**src/rtl/game_flow_pkg.sv**
```systemverilog
`default_nettype none
// ============================================================================
// Module      : game_flow_pkg
// Description : State encodings, round-result codes and default timing
//               constants shared by the match sequencer and its round timer.
// Revision    : 1.0 - initial release
// ============================================================================
package game_flow_pkg;

  typedef enum logic [2:0] {
    ST_MENU      = 3'd0,
    ST_COUNTDOWN = 3'd1,
    ST_FIGHT     = 3'd2,
    ST_ROUND_END = 3'd3,
    ST_MATCH_END = 3'd4
  } state_e;

  typedef enum logic [1:0] {
    WIN_NONE = 2'b00,
    WIN_P1   = 2'b01,
    WIN_P2   = 2'b10,
    WIN_DRAW = 2'b11
  } winner_e;

  localparam int DEF_FRAMES_PER_SEC   = 60;
  localparam int DEF_ROUND_SECONDS    = 99;
  localparam int DEF_ROUND_END_FRAMES = 120;
  localparam int DEF_ROUNDS_TO_WIN    = 2;
  localparam int DEF_HEALTH_W         = 7;

  // Win counters stick at 3 rather than wrapping back to 0
  function automatic logic [1:0] sat_inc(input logic [1:0] v);
    return (v == 2'b11) ? v : v + 2'd1;
  endfunction

endpackage
`default_nettype wire

```
**src/rtl/round_timer_cnt.sv**
```systemverilog
`default_nettype none
// ============================================================================
// Module      : round_timer_cnt
// Description : Frame prescaler plus seconds down-counter for a fight round.
//               'expire' flags the frame tick that takes the count from 1 to 0.
// Revision    : 1.0 - initial release
// ============================================================================
module round_timer_cnt
  import game_flow_pkg::*;
#(
  parameter int FRAMES_PER_SEC = DEF_FRAMES_PER_SEC,
  parameter int ROUND_SECONDS  = DEF_ROUND_SECONDS
) (
  input  logic       clk,
  input  logic       reset_n,
  input  logic       load,
  input  logic       enable,
  input  logic       frame_tick,
  output logic [6:0] round_timer,
  output logic       expire
);

  localparam int             PW        = (FRAMES_PER_SEC > 1) ? $clog2(FRAMES_PER_SEC) : 1;
  localparam logic [PW-1:0]  PRE_LAST  = PW'(FRAMES_PER_SEC - 1);
  localparam logic [PW-1:0]  PRE_ONE   = PW'(1);
  localparam logic [6:0]     SECS_INIT = 7'(ROUND_SECONDS);

  logic [PW-1:0] presc_q, presc_d;
  logic [6:0]    secs_q, secs_d;
  logic          wrap;

  // A second elapses on the tick where the prescaler sits at its last value
  assign wrap = enable && frame_tick && (presc_q == PRE_LAST);

  // Kept independent of 'load' so the parent can use it to pick its next state
  assign expire = wrap && (secs_q == 7'd1);

  // Next prescaler / seconds value: load wins over counting
  always_comb begin
    presc_d = presc_q;
    secs_d  = secs_q;
    if (load) begin
      presc_d = '0;
      secs_d  = SECS_INIT;
    end else if (enable && frame_tick) begin
      if (wrap) begin
        presc_d = '0;
        secs_d  = (secs_q != 7'd0) ? secs_q - 7'd1 : secs_q;
      end else begin
        presc_d = presc_q + PRE_ONE;
      end
    end
  end

  // Counter registers
  always_ff @(posedge clk or negedge reset_n) begin
    if (!reset_n) begin
      presc_q <= '0;
      secs_q  <= SECS_INIT;
    end else begin
      presc_q <= presc_d;
      secs_q  <= secs_d;
    end
  end

  assign round_timer = secs_q;

endmodule
`default_nettype wire

```
**src/rtl/game_flow_ctrl.sv**
```systemverilog
`default_nettype none
// ============================================================================
// Module      : game_flow_ctrl
// Description : Match sequencer: menu, countdown, fight, round end and match
//               end, with KO / time-out judging and best-of-N scoring.
// Revision    : 1.0 - initial release
// ============================================================================
module game_flow_ctrl
  import game_flow_pkg::*;
#(
  parameter int FRAMES_PER_SEC   = DEF_FRAMES_PER_SEC,
  parameter int ROUND_SECONDS    = DEF_ROUND_SECONDS,
  parameter int ROUND_END_FRAMES = DEF_ROUND_END_FRAMES,
  parameter int ROUNDS_TO_WIN    = DEF_ROUNDS_TO_WIN,
  parameter int HEALTH_W         = DEF_HEALTH_W
) (
  input  logic                clk,
  input  logic                reset_n,
  input  logic                frame_tick,
  input  logic                start_btn,
  input  logic                trigger_gameplay_start,
  input  logic [HEALTH_W-1:0] p1_health,
  input  logic [HEALTH_W-1:0] p2_health,
  input  logic                p1_dead,
  input  logic                p2_dead,
  output logic [2:0]          state,
  output logic                count_can_start,
  output logic                gameplay_active,
  output logic                reset_round,
  output logic [6:0]          round_timer,
  output logic [1:0]          p1_wins,
  output logic [1:0]          p2_wins,
  output logic [1:0]          round_winner,
  output logic                match_over
);

  localparam logic [7:0] HOLD_LAST   = 8'(ROUND_END_FRAMES - 1);
  localparam logic [1:0] WINS_NEEDED = 2'(ROUNDS_TO_WIN);

  state_e     state_q, state_d;
  logic       start_prev_q;
  logic       start_rise;
  logic [1:0] p1_wins_q, p1_wins_d;
  logic [1:0] p2_wins_q, p2_wins_d;
  logic [1:0] round_winner_q, round_winner_d;
  logic [7:0] hold_q, hold_d;
  logic       count_can_start_q, count_can_start_d;
  logic       gameplay_active_q, gameplay_active_d;
  logic       reset_round_q, reset_round_d;
  logic       match_over_q, match_over_d;
  winner_e    result;
  logic       timer_load;
  logic       timer_en;
  logic       timer_expire;

  assign start_rise = start_btn && !start_prev_q;

  // The timer reloads whenever we are about to sit in MENU or COUNTDOWN, and
  // freezes on a KO so a KO racing expiry leaves the display at 1
  assign timer_load = (state_d == ST_MENU) || (state_d == ST_COUNTDOWN);
  assign timer_en   = (state_q == ST_FIGHT) && !p1_dead && !p2_dead;

  round_timer_cnt #(
    .FRAMES_PER_SEC (FRAMES_PER_SEC),
    .ROUND_SECONDS  (ROUND_SECONDS)
  ) u_round_timer (
    .clk         (clk),
    .reset_n     (reset_n),
    .load        (timer_load),
    .enable      (timer_en),
    .frame_tick  (frame_tick),
    .round_timer (round_timer),
    .expire      (timer_expire)
  );

  // Next-state, scoring and hold-counter logic
  always_comb begin
    state_d        = state_q;
    p1_wins_d      = p1_wins_q;
    p2_wins_d      = p2_wins_q;
    round_winner_d = round_winner_q;
    hold_d         = hold_q;
    result         = WIN_NONE;
    case (state_q)
      ST_MENU: begin
        p1_wins_d      = 2'd0;
        p2_wins_d      = 2'd0;
        round_winner_d = WIN_NONE;
        if (start_rise) state_d = ST_COUNTDOWN;
      end
      ST_COUNTDOWN: begin
        if (trigger_gameplay_start) state_d = ST_FIGHT;
      end
      ST_FIGHT: begin
        if (p1_dead && p2_dead)             result = WIN_DRAW;
        else if (p1_dead)                   result = WIN_P2;
        else if (p2_dead)                   result = WIN_P1;
        else if (timer_expire) begin
          if (p1_health > p2_health)        result = WIN_P1;
          else if (p1_health < p2_health)   result = WIN_P2;
          else                              result = WIN_DRAW;
        end
        if (result != WIN_NONE) begin
          round_winner_d = result;
          if (result == WIN_P1) p1_wins_d = sat_inc(p1_wins_q);
          if (result == WIN_P2) p2_wins_d = sat_inc(p2_wins_q);
          hold_d  = 8'd0;
          state_d = ST_ROUND_END;
        end
      end
      ST_ROUND_END: begin
        if (frame_tick) begin
          if (hold_q == HOLD_LAST) begin
            if ((p1_wins_q >= WINS_NEEDED) || (p2_wins_q >= WINS_NEEDED))
              state_d = ST_MATCH_END;
            else
              state_d = ST_COUNTDOWN;
          end else begin
            hold_d = hold_q + 8'd1;
          end
        end
      end
      ST_MATCH_END: begin
        // Clear scores on the way out so MENU shows a fresh match immediately
        if (start_rise) begin
          state_d        = ST_MENU;
          p1_wins_d      = 2'd0;
          p2_wins_d      = 2'd0;
          round_winner_d = WIN_NONE;
        end
      end
      default: begin
        state_d        = ST_MENU;
        p1_wins_d      = 2'd0;
        p2_wins_d      = 2'd0;
        round_winner_d = WIN_NONE;
      end
    endcase
  end

  // Status flags are decoded from the next state so they register with it
  always_comb begin
    count_can_start_d = (state_d == ST_COUNTDOWN);
    gameplay_active_d = (state_d == ST_FIGHT);
    match_over_d      = (state_d == ST_MATCH_END);
    reset_round_d     = (state_d == ST_COUNTDOWN) && (state_q != ST_COUNTDOWN);
  end

  // Sequencer registers
  always_ff @(posedge clk or negedge reset_n) begin
    if (!reset_n) begin
      state_q           <= ST_MENU;
      start_prev_q      <= 1'b0;
      p1_wins_q         <= 2'd0;
      p2_wins_q         <= 2'd0;
      round_winner_q    <= WIN_NONE;
      hold_q            <= 8'd0;
      count_can_start_q <= 1'b0;
      gameplay_active_q <= 1'b0;
      reset_round_q     <= 1'b0;
      match_over_q      <= 1'b0;
    end else begin
      state_q           <= state_d;
      start_prev_q      <= start_btn;
      p1_wins_q         <= p1_wins_d;
      p2_wins_q         <= p2_wins_d;
      round_winner_q    <= round_winner_d;
      hold_q            <= hold_d;
      count_can_start_q <= count_can_start_d;
      gameplay_active_q <= gameplay_active_d;
      reset_round_q     <= reset_round_d;
      match_over_q      <= match_over_d;
    end
  end

  assign state           = state_q;
  assign count_can_start = count_can_start_q;
  assign gameplay_active = gameplay_active_q;
  assign reset_round     = reset_round_q;
  assign p1_wins         = p1_wins_q;
  assign p2_wins         = p2_wins_q;
  assign round_winner    = round_winner_q;
  assign match_over      = match_over_q;

endmodule
`default_nettype wire

```
**config.mk**
```make
export PLATFORM = sky130hd
export DESIGN_NAME = game_flow_ctrl
export DESIGN_NICKNAME = d
export VERILOG_FILES = /design/src/rtl/game_flow_pkg.sv /design/src/rtl/round_timer_cnt.sv /design/src/rtl/game_flow_ctrl.sv
export SDC_FILE = /design/constraint.sdc
export NUM_CORES = 1
export LEC_CHECK = 0
export BUFFER_PORTS_ARGS = -buffer_cell sky130_fd_sc_hd__buf_2
export CORE_UTILIZATION = 40
export DETAILED_ROUTE_END_ITERATION = 6
export SYNTH_ARGS = -nofsm -noshare
export SYNTH_HDL_FRONTEND = slang
export SYNTH_HIERARCHICAL = 1
export SYNTH_SLANG_ARGS = --single-unit
export TNS_END_PERCENT = 10
```
**constraint.sdc**
```tcl
create_clock -name clk -period 4.2 [get_ports clk]
set_input_delay 0.63 -clock clk [delete_from_list [all_inputs] [get_ports clk]]
set_output_delay 0.63 -clock clk [all_outputs]
set_load 0.005 [all_outputs]
```
## Word level (Yosys, flattened, before mapping)

Cells that the tools add are included.

| storage, ports and cells | value |
|---|---|
| word-level logic and storage cells | 109 |
| output and inout bits | 20 |
| bits in registers | 35 |
| bits of input ports | 21 |

| operators by class | value |
|---|---|
| $lt $le $gt $ge | 4 |
| equality and inequality tests | 23 |
| bitwise logic cells | 1 |
| $add $sub $neg | 5 |
| reduce and logical (&&, ||, !) cells | 27 |
| multiplexer cells | 37 |

Operators by type and width:

| cell | count |
|---|---|
| $mux W2 | 14 |
| $mux W7 | 4 |
| $mux W8 | 3 |
| $mux W3 | 7 |
| $mux W6 | 3 |
| $pmux W2 S3 | 3 |
| $pmux W8 S2 | 1 |
| $pmux W3 S5 | 1 |
| $ne A2 B2 Y1 const B | 5 |
| $reduce_and A5 Y1 | 2 |
| $reduce_bool A2 Y1 | 5 |
| $eq A3 B2 Y1 const B | 3 |
| $add A8 B1 Y8 const B | 1 |
| $eq A8 B7 Y1 const B | 1 |
| $logic_and A1 B1 Y1 | 8 |
| $eq A7 B1 Y1 const B | 1 |
| $gt A7 B7 Y1 | 1 |
| $lt A7 B7 Y1 | 1 |
| $reduce_bool A7 Y1 | 1 |
| $sub A7 B1 Y7 const B | 1 |
| $add A6 B1 Y6 const B | 1 |
| $eq A2 B2 Y1 const B | 3 |
| $eq A3 B1 Y1 const B | 2 |
| $eq A3 B3 Y1 const B | 2 |
| other kinds (14) | 23 |

## Longest topological paths before layout

Gate-level depths: netlist of run 1.

| depth | value |
|---|---|
| depth after elaboration | 18 |
| gate-level depth with buffers | 11 |

## Modules after synthesis

The synthesis of run 1 kept the hierarchy.

By module, submodules not included:

| module | area an instance (µm²) | seq. area each (µm²) | times used | cells each |
|---|---|---|---|---|
| game_flow_ctrl | 1355.0 | 550.5 | 1 | 143 |
| round_timer_cnt | 747.0 | 330.3 | 1 | 74 |

## Worst setup path before layout of run 1

No wires, ideal clock.

| timing | value |
|---|---|
| path kind | register to register |
| from | register state_q[0] (netlist: state[0]) |
| to | register hold_q[4] |
| period minus slack after synthesis | 3.057 ns |
| data required time | 4.123 ns |
| arrival | 2.979 ns |
| slack | 1.143 ns |
| cell stages (with the launch flop) | 12 |
| path through | dfrtp_1 buf_4 or3b_1 nor3_1 nand3_1 nor3_1 and4b_1 nor3_2 nand2b_4 and2_4 or3_1 a21oi_1 |

| between the ends | value |
|---|---|
| word-level cells in the longest chain between the ends | 14 |
| elaborated cells between the ends (all ways) | 19 |

Ends and longest elaborated chain:

| what | RTL line | text |
|---|---|---|
| start, declared | game_flow_ctrl.sv:40 | `state_e state_q, state_d;` |
| start signal, assigned | game_flow_ctrl.sv:163 | `state_q <= state_d;` |
| $eq A3 B2 Y1 | game_flow_ctrl.sv:61 | `assign timer_en = (state_q == ST_FIGHT) && !p1_dead && !p2_dead;` |
| $logic_and A1 B1 Y1 (2 in a row) | game_flow_ctrl.sv:61 |  |
| via timer_en | game_flow_ctrl.sv:53 | `logic timer_en;` |
| $logic_and A1 B1 Y1 (2 in a row) | round_timer_cnt.sv:33 | `assign wrap = enable && frame_tick && (presc_q == PRE_LAST);` |
| $logic_and A1 B1 Y1 | round_timer_cnt.sv:36 | `assign expire = wrap && (secs_q == 7'd1);` |
| via timer_expire | game_flow_ctrl.sv:54 | `logic timer_expire;` |
| $mux W2 | game_flow_ctrl.sv:98 | `else if (timer_expire) begin` |
| $mux W2 | game_flow_ctrl.sv:97 | `else if (p2_dead) result = WIN_P1;` |
| $mux W2 | game_flow_ctrl.sv:96 | `else if (p1_dead) result = WIN_P2;` |
| $mux W2 | game_flow_ctrl.sv:95 | `if (p1_dead && p2_dead) result = WIN_DRAW;` |
| $mux W2 | game_flow_ctrl.sv:84 | `case (state_q)` |
| $reduce_bool A2 Y1 | game_flow_ctrl.sv:103 | `if (result != WIN_NONE) begin` |
| $ne A2 B1 Y1 (no line) | - |  |
| $reduce_and A4 Y1 (no line) | - |  |
| end signal, assigned | game_flow_ctrl.sv:168 | `hold_q <= hold_d;` |
| end, declared | game_flow_ctrl.sv:46 | `logic [7:0] hold_q, hold_d;` |

The timed path passes the listed nets, and every way through them passes these cells. The select of a mux whose other input is x is not followed.
A chain may end at the register's enable or synchronous reset.

## Worst setup path in the final report of run 1

Ends and elaborated chain as after synthesis.

==> flow_summary.json, run 1 <==
{
  "arrival_ns": 3.69,
  "root_buffer": "clkbuf_8",
  "dp_worst_setup_slack_ns": 0.765,
  "synth_edf_count": 0,
  "hold_class": "input pin to asynchronous set/reset pin",
  "rows": 26,
  "min_period_over_period": 0.829,
  "postCtsSetupBuffers": 0,
  "crit_end": "hold_q[4]",
  "gr-total-overflow": 0,
  "initial_utilization": 0.414,
  "setup.worst_path.class": "register to register",
  "final.setup.worst_slack_ns": 0.720,
  "dieHeight_um": 74.5,
  "setup-tns-final_ns": 0,
  "final.fill_count": 490,
  "ys_types": 54,
  "dp_hpwl_mm": 3.26,
  "syn_avg_cell_area_sq_um": 9.69,
  "power_density_mw_per_mm2": 362,
  "critPathLaunchType": "register",
  "drt_iter0_drc": 93,
  "io_buffers": 40,
  "syn_inst": 217,
  "tightest_slew_ns": 0.793,
  "hold_buffers": 0,
  "p_leak_nw": 1.19,
  "final_antenna_net_count": 0,
  "synth_flop_cell": "dfrtp_1",
  "routedWlPerCell_um": 13.1,
  "drtPass1Iterations": 4,
  "max_cap_violations": 0,
  "numCtsBuffers": 5,
  "period_needed_ns": 3.48,
  "clock_latency_ns": 0.28,
  "finalWeightedCongestion": 0.862,
  "vias": 1720,
  "grt_max_degree": 36,
  "fmax_mhz": 287,
  "final_hold_viol_count": 0,
  "crit_path_max_fanout": 10,
  "core-area_sq_mm": 0.00507,
  "max-vdd-ir-drop_mv": 0.181,
  "dieArea_sq_mm": 0.00555,
  "yosysWarnings": 6,
  "crit_start": "state[0]",
  "synth_nets": 251,
  "cp-end-kind": "register",
  "multi_input_area_sq_mm": 0.00115,
  "drive_above_1_share": 0.254,
  "synthesis.area_sq_mm": 0.00210,
  "async_reset_ff_frac": 1.00,
  "power_mw": 0.893,
  "status": "complete, no violations",
  "grt_pass1_wl_mm": 7.26,
  "clockBufferDepth": 2,
  "die_x_um": 74.5,
  "rr_worst_depth": 10,
  "drc": 0,
  "setup_viol": 0,
  "fin_skew_ns": 0.00555,
  "viasPerCell": 5.15,
  "numClockSinks": 35,
  "slew_headroom": 0.471,
  "regArea_sq_um": 881,
  "cts_resized": 0,
  "reg2reg_from": "state[0]",
  "area_growth_pct": 17.4,
  "seq_area_frac_synth": 0.419,
  "ioPinCount": 41,
  "first_global_vias": 1578,
  "ys_ff_latch": 35,
  "cts_tree": "yes",
  "wl_mm": 4.36,
  "grt_usage": 0.174,
  "htreeDepth": 2,
  "nets": 297,
  "reg2reg_to": "hold_q[4]",
  "antenna_found_initial": 0,
  "rrSetupSlack_ns": 0.72,
  "rsz0062_at_grt": "false",
  "insertedDiodeCount": 0,
  "maxSlewViolCount": 0,
  "clk_pin_slew_ns": 0.07,
  "required_ns": 4.41
}
## cell usage in the layout (no fill, tap or decap), drive strengths merged, types with 11 or more instances in the layout
cell   count
nand3     11
a21oi     15
nand2     21
buf       41
dfrtp     31
nor2      14
inv       15
o21ai     12
ha        13
## cells by family (layout without fill, tap and decap cells)
kind of cell             count (synthesis)  count (layout)  share of synthesized area
AO/OA/AOI/OAI                           48              48                      0.165
XOR/XNOR                                 7               7                     0.0292
adder cells (fa/ha/maj)                 13              13                     0.0774
buffers and inverters                   17              64                     0.0321
flip-flops                              35              35                      0.419
multiplexers                             2               2                     0.0101
AND/OR/NAND/NOR                         95              95                      0.267
## report_power, final
part | internal, mW | leakage [nW] | switching [mW] | total [mW]
clock network | 0.116 | 0.0422 | 0.114 | 0.230
registers | 0.393 | 0.450 | 0.0542 | 0.447
logic | 0.0981 | 0.695 | 0.118 | 0.216
## layout make-up
| class | count | share of cell area |
|---|---|---|
| clock buffer | 7 | 0.0309 |
| sequential | 35 | 0.357 |
| timing repair buffer | 41 | 0.0842 |
| tap | 70 | 0.0355 |
| clock inverter | 1 | 0.00203 |
| multi-input combinational | 165 | 0.468 |
| inverter | 15 | 0.0228 |
## registers in the layout, summed over array words and instances, names as in the netlist
name / count
p1_wins: 2
p2_wins: 2
gameplay_active: 1
u_round_timer/presc_q: 6
u_round_timer/round_timer: 7
round_winner: 2
hold_q: 8
count_can_start: 1
start_prev_q: 1
match_over: 1
state: 3
reset_round: 1
## per-stage QoR
step | cells | hold WS, ns | instance area (sq um) | util
floorplan | 217 | 0.334 | 2100 | -
global placement | 326 | 0.468 | 2390 | 0.470
detailed placement | 326 | 0.501 | 2390 | 0.470
CTS | 334 | 0.454 | 2470 | 0.486
global route | 334 | 0.443 | 2470 | 0.486
finish | 334 | 0.429 | 2470 | 0.486
## cell usage after synthesis, drive strengths merged (2+ instances only)
cell type	instances	share of area
a2111oi	2	0.014
a211oi	2	0.0071
a21o	4	0.014
a21oi	15	0.036
and3	2	0.0060
and4b	3	0.014
dfrtp	31	0.37
dfstp	4	0.050
ha	13	0.077
inv	15	0.027
nand2	21	0.038
nand2b	3	0.012
nand3	11	0.026
nand3b	4	0.014
nor2	14	0.029
nor3	10	0.026
nor3b	4	0.020
o2111ai	2	0.0083
o211ai	4	0.021
o21ai	12	0.029
or3	10	0.031
or3b	2	0.0083
or4	2	0.0089
xnor2	6	0.025
## worst max-delay path, stage by stage (launching register included)
cell      delay [ns]
dfrtp_1         0.51
or3b_1          0.53
nor3_1          0.44
nand3_1         0.17
nor3_1          0.44
and4b_1         0.37
nor3_2          0.10
nand2b_4        0.20
and2_4          0.18
or3_1           0.34
a21oi_1         0.13
## worst min-delay path by stage
stage                          startpoint                  endpoint  slack, ns
after floorplan                   reset_n           count_can_start       0.33
after global placement    round_winner[1]           round_winner[1]       0.47
after detailed placement  round_winner[1]           round_winner[1]       0.50
after CTS                       start_btn              start_prev_q       0.45
after global routing            start_btn              start_prev_q       0.44
final                             reset_n  u_round_timer/presc_q[5]       0.43
## layer usage
metal / vias to the layer above / global-route usage / wire (um)
li1: 881 / - / -
met1: 792 / 0.240 / 2140
met2: 45 / 0.265 / 1970
met3: 2 / 0.0488 / 222
met4: 0 / 0.0566 / 31
met5: - / 0 / 0
No activity file was read; power rests on OpenSTA's default activity.
==> run 2: changes to the inputs <==
clock period = 3.49 ns   (was 4.2 ns; I/O delays follow)
==> flow_summary.json, run 2 (same netlist as run 1, synthesis figures left out) <==
{
  "status": "complete, no violations",
  "dp_hpwl_mm": 3.31,
  "tightest_slew_ns": 0.784,
  "dieArea_sq_mm": 0.00555,
  "vias": 1729,
  "internal-power_mw": 0.736,
  "max-vdd-ir-drop_mv": 0.215,
  "critPathLaunchType": "register",
  "io_buffers": 40,
  "rows": 26,
  "min_period_over_period": 0.849,
  "slowest_stage": "or3b_1",
  "largest_reg_flops": 8,
  "clockPowerShare": 0.255,
  "regArea_sq_um": 881,
  "crit_path_max_fanout": 9,
  "dp_worst_setup_slack_ns": 0.539,
  "p_comb_frac": 0.256,
  "fin_skew_ns": 0.00553,
  "drt_iter0_drc": 76,
  "postCtsSetupBuffers": 0,
  "finalWeightedCongestion": 0.845,
  "power_density_mw_per_mm2": 436,
  "multi_input_area_sq_mm": 0.00115,
  "crit_chain": "or3b_1, nor3_1, buf_4, nand3_1, nor3_1, and4b_1, nor3_2, nand2b_4, and2_4, or3_1, a21oi_1",
  "grt_max_degree": 36,
  "max_stage_delay_ns": 0.49,
  "crit_path_frequent_cell": "nor3_1",
  "final.setup.worst_slack_ns": 0.528,
  "core-area_sq_mm": 0.00507,
  "clk_pin_slew_ns": 0.07,
  "p_sw_frac": 0.323,
  "rr_worst_depth": 11,
  "initial_utilization": 0.414,
  "period_needed_ns": 2.96,
  "numCtsBuffers": 5,
  "setup.worst_path.class": "register to register",
  "required_ns": 3.70,
  "final_cell_mix": "buf_2 (40), dfrtp_1 (31), nand2_1 (21), inv_1 (15), a21oi_1 (15)",
  "hold_class": "input pin to asynchronous set/reset pin",
  "root_buffer": "clkbuf_8",
  "grt_pass1_wl_mm": 7.18,
  "viasPerCell": 5.13,
  "setup-tns-final_ns": 0,
  "hold_buffers": 0,
  "drtPass1Iterations": 5,
  "drc": 0,
  "drive_above_1_share": 0.262,
  "setup_viol": 0,
  "top_register": "hold_q",
  "antenna_found_initial": 0,
  "mostFrequentLayoutCell": "buf_2",
  "ioPinCount": 41,
  "htreeDepth": 2,
  "slew_headroom": 0.477,
  "p_leak_nw": 1.20,
  "first_global_vias": 1560,
  "cts_resized": 0,
  "arrival_ns": 3.17,
  "dieHeight_um": 74.5,
  "cts_tree": "yes",
  "numClockSinks": 35,
  "rsz0062_at_grt": "false",
  "nets": 300,
  "routedWlPerCell_um": 13.2,
  "gr-total-overflow": 0,
  "clockBufferDepth": 2,
  "insertedDiodeCount": 0,
  "p_sw_mw": 0.351,
  "wl_mm": 4.46,
  "fmax_mhz": 338,
  "max_cap_violations": 0,
  "final_antenna_net_count": 0,
  "grt_usage": 0.171,
  "die_x_um": 74.5,
  "seq_power_share": 0.489,
  "final_hold_viol_count": 0,
  "maxSlewViolCount": 0,
  "final.fill_count": 501,
  "cp-end-kind": "register",
  "area_growth_pct": 18.5,
  "clock_latency_ns": 0.28
}
run 2: path summary, 6_finish.rpt:
check | end | slack (ns) | from
worst max register to register | hold_q[4] | 0.53 | state[1]
worst max-delay path | hold_q[4] | 0.53 | state[1]
worst min-delay path | match_over | 0.32 | reset_n
min in group clk | start_prev_q | 0.37 | start_btn
worst min register to register | round_winner[1] | 0.49 | round_winner[1]
max in group asynchronous | u_round_timer/round_timer[2] | 2.67 | reset_n
run 2: per-layer routing:
metal / up-vias / routed length (um) / track usage
li1: 891 / - / -
met1: 794 / 2310 / 0.239
met2: 42 / 1930 / 0.266
met3: 2 / 193 / 0.0379
met4: 0 / 22 / 0.0461
met5: - / 0 / 0
run 2: through the flow:
step	instance area (sq um)	total power, mW	cells	hold WS, ns	utilization
floorplan	2100	0.710	217	0.228	-
global placement	2410	0.816	329	0.490	0.475
detailed placement	2410	0.817	329	0.477	0.475
CTS	2490	1.10	337	0.352	0.491
global route	2490	1.17	337	0.355	0.491
finish	2490	1.09	337	0.323	0.491
run 2: critical path: cells and delay by family, from the launching register on:
kind,cells,cell delay [ns]
flip-flops,1,0.47
AO/OA/AOI/OAI,1,0.14
AND/OR/NAND/NOR,9,2.12
buffers and inverters,1,0.16
run 2: layout make-up:
| class | instances | area share |
|---|---|---|
| clock buffers | 7 | 0.0307 |
| clock inverters | 1 | 0.00201 |
| inverters | 15 | 0.0226 |
| multi-input cells | 165 | 0.463 |
| flip-flops and latches | 35 | 0.354 |
| well taps | 70 | 0.0352 |
| repair buffers | 44 | 0.0925 |
run 2: power groups by stage:
stage,sequential [mW],combinational (mW),clock (mW)
2_1_floorplan,0.530,0.180,0
3_3_place_gp,0.538,0.279,0
3_5_place_dp,0.538,0.279,0
4_1_cts,0.530,0.281,0.289
5_1_grt,0.543,0.320,0.309
6_report,0.532,0.278,0.277
